--- config.mk ---
export PLATFORM = sky130hd
export DESIGN_NAME = controller_sequencer
export DESIGN_NICKNAME = d
export VERILOG_FILES = /design/src/rtl/sap_pkg.sv /design/src/rtl/ring_counter.sv /design/src/rtl/controller_sequencer.sv
export SDC_FILE = /design/constraint.sdc
export NUM_CORES = 1
export LEC_CHECK = 0
export ABC_CLOCK_PERIOD_IN_PS = 1400
export CAP_MARGIN = 20
export CORE_MARGIN = 1
export CORE_UTILIZATION = 33
export CTS_CLUSTER_DIAMETER = 60
export DETAILED_ROUTE_END_ITERATION = 12
export GPL_TIMING_DRIVEN = 0
export PLACE_DENSITY = 0.73
export SLEW_MARGIN = 40
export SYNTH_ARGS = -nofsm -noshare
export SYNTH_HDL_FRONTEND = slang
export SYNTH_SLANG_ARGS = --single-unit
--- constraint.sdc ---
create_clock -name clk -period 1.4 [get_ports clk]
set_clock_uncertainty 0.2 [all_clocks]
set_input_delay 0.14 -clock clk [delete_from_list [all_inputs] [get_ports clk]]
set_output_delay 0.14 -clock clk [all_outputs]
set_load 0.05 [all_outputs]
--- src/rtl/sap_pkg.sv ---
// sap_pkg: shared definitions for the SAP-style control unit.
//   - opcode constants for the supported instructions
//   - bit positions inside the 12-bit control word
//   - the fetch and execute control words driven onto con
//   - sequencer run/halt state type
package sap_pkg;

  localparam int CON_W = 12;
  localparam int T_W   = 6;

  // Opcodes (IR upper nibble)
  localparam logic [3:0] OP_LDA = 4'h0;
  localparam logic [3:0] OP_ADD = 4'h1;
  localparam logic [3:0] OP_SUB = 4'h2;
  localparam logic [3:0] OP_OUT = 4'hE;
  localparam logic [3:0] OP_HLT = 4'hF;

  // Control word bit positions; names starting with N are active-low
  localparam int CON_CP  = 11;
  localparam int CON_EP  = 10;
  localparam int CON_NLM = 9;
  localparam int CON_NCE = 8;
  localparam int CON_NLI = 7;
  localparam int CON_NEI = 6;
  localparam int CON_NLA = 5;
  localparam int CON_EA  = 4;
  localparam int CON_SU  = 3;
  localparam int CON_EU  = 2;
  localparam int CON_NLB = 1;
  localparam int CON_NLO = 0;

  // All strobes inactive
  localparam logic [CON_W-1:0] CON_IDLE    = 12'h3E3;
  // Fetch
  localparam logic [CON_W-1:0] CON_FETCH1  = 12'h5E3;  // Ep, nLm
  localparam logic [CON_W-1:0] CON_FETCH2  = 12'hBE3;  // Cp
  localparam logic [CON_W-1:0] CON_FETCH3  = 12'h263;  // nCE, nLi
  // Execute
  localparam logic [CON_W-1:0] CON_ADDR_IR = 12'h1A3;  // nEi, nLm
  localparam logic [CON_W-1:0] CON_RAM_A   = 12'h2C3;  // nCE, nLa
  localparam logic [CON_W-1:0] CON_RAM_B   = 12'h2E1;  // nCE, nLb
  localparam logic [CON_W-1:0] CON_ALU_ADD = 12'h3C7;  // Eu, nLa
  localparam logic [CON_W-1:0] CON_ALU_SUB = 12'h3CF;  // Su, Eu, nLa
  localparam logic [CON_W-1:0] CON_A_OUT   = 12'h3F2;  // Ea, nLo

  typedef enum logic {
    SEQ_RUN  = 1'b0,
    SEQ_HALT = 1'b1
  } seq_state_t;

endpackage

--- src/rtl/ring_counter.sv ---
// ring_counter: one-hot T1..T6 T-state counter.
//   clk      - system clock
//   clear    - synchronous active-high reset to T1
//   step_en  - advance enable; state holds when low
//   restart  - on a stepping edge, return to T1 instead of rotating
//   t_state  - one-hot T-state, bit0 = T1
module ring_counter
  import sap_pkg::*;
(
  input  logic           clk,
  input  logic           clear,
  input  logic           step_en,
  input  logic           restart,
  output logic [T_W-1:0] t_state
);

  logic [T_W-1:0] ring_reg;

  always_ff @(posedge clk) begin
    if (clear) begin
      ring_reg <= 6'b000001;
    end else if (step_en) begin
      if (restart) begin
        ring_reg <= 6'b000001;
      end else begin
        ring_reg <= {ring_reg[T_W-2:0], ring_reg[T_W-1]};
      end
    end
  end

  assign t_state = ring_reg;

endmodule

--- src/rtl/controller_sequencer.sv ---
// controller_sequencer: T-state sequencer and control-word decoder.
//   clk        - system clock
//   clear      - synchronous active-high reset (to T1, not halted)
//   step_en    - advance enable for single-step operation
//   opcode     - IR upper nibble, valid T4..T6
//   con        - 12-bit control word (see sap_pkg for bit layout)
//   t_state    - one-hot T-state, zero while halted
//   instr_done - high in the final T-state of the current instruction
//   halted     - high while halted
// Parameter SKIP_NOP_STATES = 1 ends each instruction at its last active
// T-state instead of idling through T6.
module controller_sequencer
  import sap_pkg::*;
#(
  parameter bit SKIP_NOP_STATES = 1'b0
) (
  input  logic             clk,
  input  logic             clear,
  input  logic             step_en,
  input  logic [3:0]       opcode,
  output logic [CON_W-1:0] con,
  output logic [T_W-1:0]   t_state,
  output logic             instr_done,
  output logic             halted
);

  seq_state_t     state_reg;
  logic [T_W-1:0] ring;
  logic           running;
  logic           is_nop;
  logic           restart;

  assign running = (state_reg == SEQ_RUN);
  assign is_nop  = !(opcode inside {OP_LDA, OP_ADD, OP_SUB, OP_OUT, OP_HLT});

  // In the full-length mode T6 wraps to T1 by rotation, so an explicit
  // restart is only needed for shortened instructions.
  assign restart = SKIP_NOP_STATES && instr_done;

  ring_counter u_ring (
    .clk     (clk),
    .clear   (clear),
    .step_en (step_en && running),
    .restart (restart),
    .t_state (ring)
  );

  // Run/halt: HLT in T4 parks the sequencer until the next clear.
  always_ff @(posedge clk) begin
    if (clear) begin
      state_reg <= SEQ_RUN;
    end else if (step_en && running && ring[3] && opcode == OP_HLT) begin
      state_reg <= SEQ_HALT;
    end
  end

  assign halted  = (state_reg == SEQ_HALT);
  assign t_state = running ? ring : '0;

  always_comb begin
    instr_done = 1'b0;
    if (running) begin
      if (SKIP_NOP_STATES) begin
        instr_done = (ring[2] && is_nop)
                  || (ring[3] && opcode == OP_OUT)
                  || (ring[4] && opcode == OP_LDA)
                  || (ring[5] && (opcode == OP_ADD || opcode == OP_SUB));
      end else begin
        instr_done = ring[5];
      end
    end
  end

  always_comb begin
    con = CON_IDLE;
    if (!clear && running) begin
      unique case (1'b1)
        ring[0]: con = CON_FETCH1;
        ring[1]: con = CON_FETCH2;
        ring[2]: con = CON_FETCH3;
        ring[3]: begin
          if (opcode inside {OP_LDA, OP_ADD, OP_SUB}) con = CON_ADDR_IR;
          else if (opcode == OP_OUT)                  con = CON_A_OUT;
        end
        ring[4]: begin
          if (opcode == OP_LDA)                       con = CON_RAM_A;
          else if (opcode inside {OP_ADD, OP_SUB})    con = CON_RAM_B;
        end
        ring[5]: begin
          if (opcode == OP_ADD)                       con = CON_ALU_ADD;
          else if (opcode == OP_SUB)                  con = CON_ALU_SUB;
        end
        default: con = CON_IDLE;
      endcase
    end
  end

endmodule

==> key figures <==
Logic synthesis
  • Post-synth EDFFs: 0
  • Yosys top cell by area: dfxtp_1
  • Sequential area share after synthesis: between 20% and 30%
  • Count leader, synth: nand2_1
  • Cell Area, Synth: roughly 490 um2
  • Top post-synthesis cells by count: nand2_1, dfxtp_1, nor2b_1
  • Yosys reg bits: 7
  • Area fraction of the dominant cell type after synthesis: between 20 and 30%
  • Syn_area_per_cell: approximately 7 um2
  • Synth area leaders: dfxtp_1, nand2_1, nor2b_1, nand3b_1, a21oi_1
  • Synth cell types: 28
  • Post-Syn Nets: 76
  • Syn Inst Count: between 60 and 70
  • Most used DFF post-synth: dfxtp_1
  • Ys Warns: 0
  • Share of flip-flops with an asynchronous set or reset: 0%

Layout
  • P&R area growth vs syn: 144%
  • Layout Nets: 121
  • Layout cells sized above 1: about two thirds
  • Filler cells: 59
  • Diodes inserted: 0
  • Utilization after layout: around nine tenths
  • Fin cells: ~130

Clock tree
  • Worst-path clk slew: ~0.060 ns
  • Max H-tree Level: 1
  • Cts bufs inserted: 3
  • Clock Latency Late Sink: about 0.26 ns
  • CTS tree: yes
  • Sink Count: 7
  • Clock buffer depth: 2
  • Root buffer cell: clkbuf_4
  • Post-CTS Hold Fix Bufs: 0

Detailed routing
  • Final wirelength: between 2 and 2.5 mm
  • Highest Signal Layer: met4
  • Pre-Repair DR Iteration Count: 4
  • Vias per inst: about 5.6
  • Met1 WL: 824 um
  • Drt drc: 0
  • Antenna Nets Post-Route: 0
  • DR iter-0 viols: 24
  • DR WL/cell: 16.9 um
  • Detailed-route via count: between 700 and 800
  • Metal2 WL: 1.19 mm
  • Detail Route met3 WL: around 120 um

Place
  • Detailed Place HPWL: ~1.1 mm
  • I/O Buffers: 25
  • GP Congestion: between 0.7 and 0.8
  • DP Cell Count: approximately 110

Floorplan
  • Initial Util: 36.6%
  • Die H: 40.7 um
  • Die width: 40.7 um
  • Core area: roughly 1400 um2
  • IO Count: 27
  • Placement Rows: 13
  • Total Die Area: roughly 1700 um2

Timing
  • Final hold vios: 0
  • Final setup viols: 19
  • RSZ-0062 raised after global routing: yes
  • Crit share post-route: 140%
  • Slew Viols, Final: 0
  • Post-route minimum period: just under 2 ns
  • Max Clock Freq: 0.509 GHz
  • Final worst slack: -0.566 ns
  • Worst-margin pin slew: 0.358 ns
  • Hold Slack: 0.0612 ns
  • Max_slew headroom: around three quarters

Critical path
  • WS Path Type: reg -> out
  • Worst R2R Setup Slack: approximately 0.03 ns
  • CP required: 1.06 ns
  • Crit path launch type: register
  • Worst Path Max Fanout: 3
  • CP Capture Type: output port
  • Critical Path AT: 1.63 ns

GRT
  • Initial antenna violation count: 0
  • First-pass GRT wire length: 2.86 mm
  • Grt total ovfl: 0
  • Pin count of the biggest net entering global routing: 11
  • Vias in the first global route: 589
  • Total Routing Usage GR: a little over a quarter

Run
  • Max-Cap Viols: 0

Pwr
  • Pwr per Cell Area: 505 nW/um2
  • Leakage Power: ~0.48 nW
  • Max IR drop VDD: 0.000602 V

Status
  • Failing checks: negative setup slack
  • Status: finished with violations

Worst hold path
  • Hold Path Class: in -> reg
-- where the power goes --
part,switching [mW],total (mW),internal (mW)
Clock,0.0792,0.188,0.109
Sequential,0.0111,0.210,0.199
Combinational,0.118,0.211,0.0927
-- layout by cell type, fill, tap and decap left out, types with 2 or more instances in the layout --
master / netlist / routed
a21oi_1: 5 / 5
and2_4: 0 / 2
buf_4: 1 / 8
buf_6: 0 / 17
buf_8: 0 / 10
clkbuf_2: 0 / 2
clkbuf_4: 0 / 3
dfxtp_2: 0 / 2
dfxtp_4: 0 / 5
dlygate4sd2_1: 0 / 3
nand2_1: 14 / 14
nand3b_1: 4 / 4
nor2_1: 5 / 2
nor2_4: 0 / 2
nor2b_4: 0 / 6
nor3_4: 0 / 2
or3_4: 1 / 3
-- final cells by class --
type	instances	area [um2]	share of cell area [%]
Tap cell	15	18.8	1.55
Timing Repair Buffer	40	443	36.7
Clock buffer	4	26.3	2.18
Sequential cell	7	161	13.4
Inverter	1	3.75	0.311
Buffer	3	41.3	3.42
Multi-Input combinational cell	58	513	42.5
-- state kept, by name, indices dropped and copies added, names as in the netlist --
register,flops
u_ring.t_state,6
halted,1
-- routing by layer --
metal	up-vias	GRT usage, %
met3	4	7.61
met2	42	47.6
met5	-	0
met1	340	32.1
li1	330	-
met4	0	7.50
-- worst paths after layout --
check                                                      end  cells after the start                      startpoint
worst min register to register  u_ring.t_state[2]$_SDFFE_PP0P_                      2  u_ring.t_state[1]$_SDFFE_PP0P_
worst min-delay path            u_ring.t_state[5]$_SDFFE_PP0P_                      2                           clear
worst max register to register  u_ring.t_state[4]$_SDFFE_PP0P_                      5             halted$_SDFFE_PP0P_
worst max-delay path                                    con[5]                      3  u_ring.t_state[0]$_SDFFE_PP1P_
-- stage by stage --
step	area, um2	setup TNS (ns)	power [mW]	setup WS (ns)
6_report	1210	-4.86	0.609	-0.566
5_1_grt	1210	-5.96	0.642	-0.594
4_1_cts	1120	-4.07	0.592	-0.539
3_5_place_dp	886	-14.48	0.376	-1.29
3_3_place_gp	886	-14.17	0.375	-1.28
2_1_floorplan	617	-1.41	0.319	-0.355
-- logic make-up after synthesis --
kind of cell / synth area share [%]
muxes: 4.30
and+or+nand+nor: 52.2
AOI/OAI and AO/OA: 9.62
DFF: 28.4
xor gates and xnor gates: 1.77
buffers and inverters: 3.80
-- critical path, cell delays in order (launching register included) --
cell,delay (ns)
dfxtp_4,0.34
or3_4,0.41
or4_4,0.44
buf_8,0.17
-- what timing repair did --
item,in CTS,in global routing
gates resized for setup,167,19
pin swaps,2,3
setup endpoints to repair,20,26
setup buffers,10,5
gates cloned,1,0
hold endpoints to repair,0,0
Power figures use the tool's default switching activity.
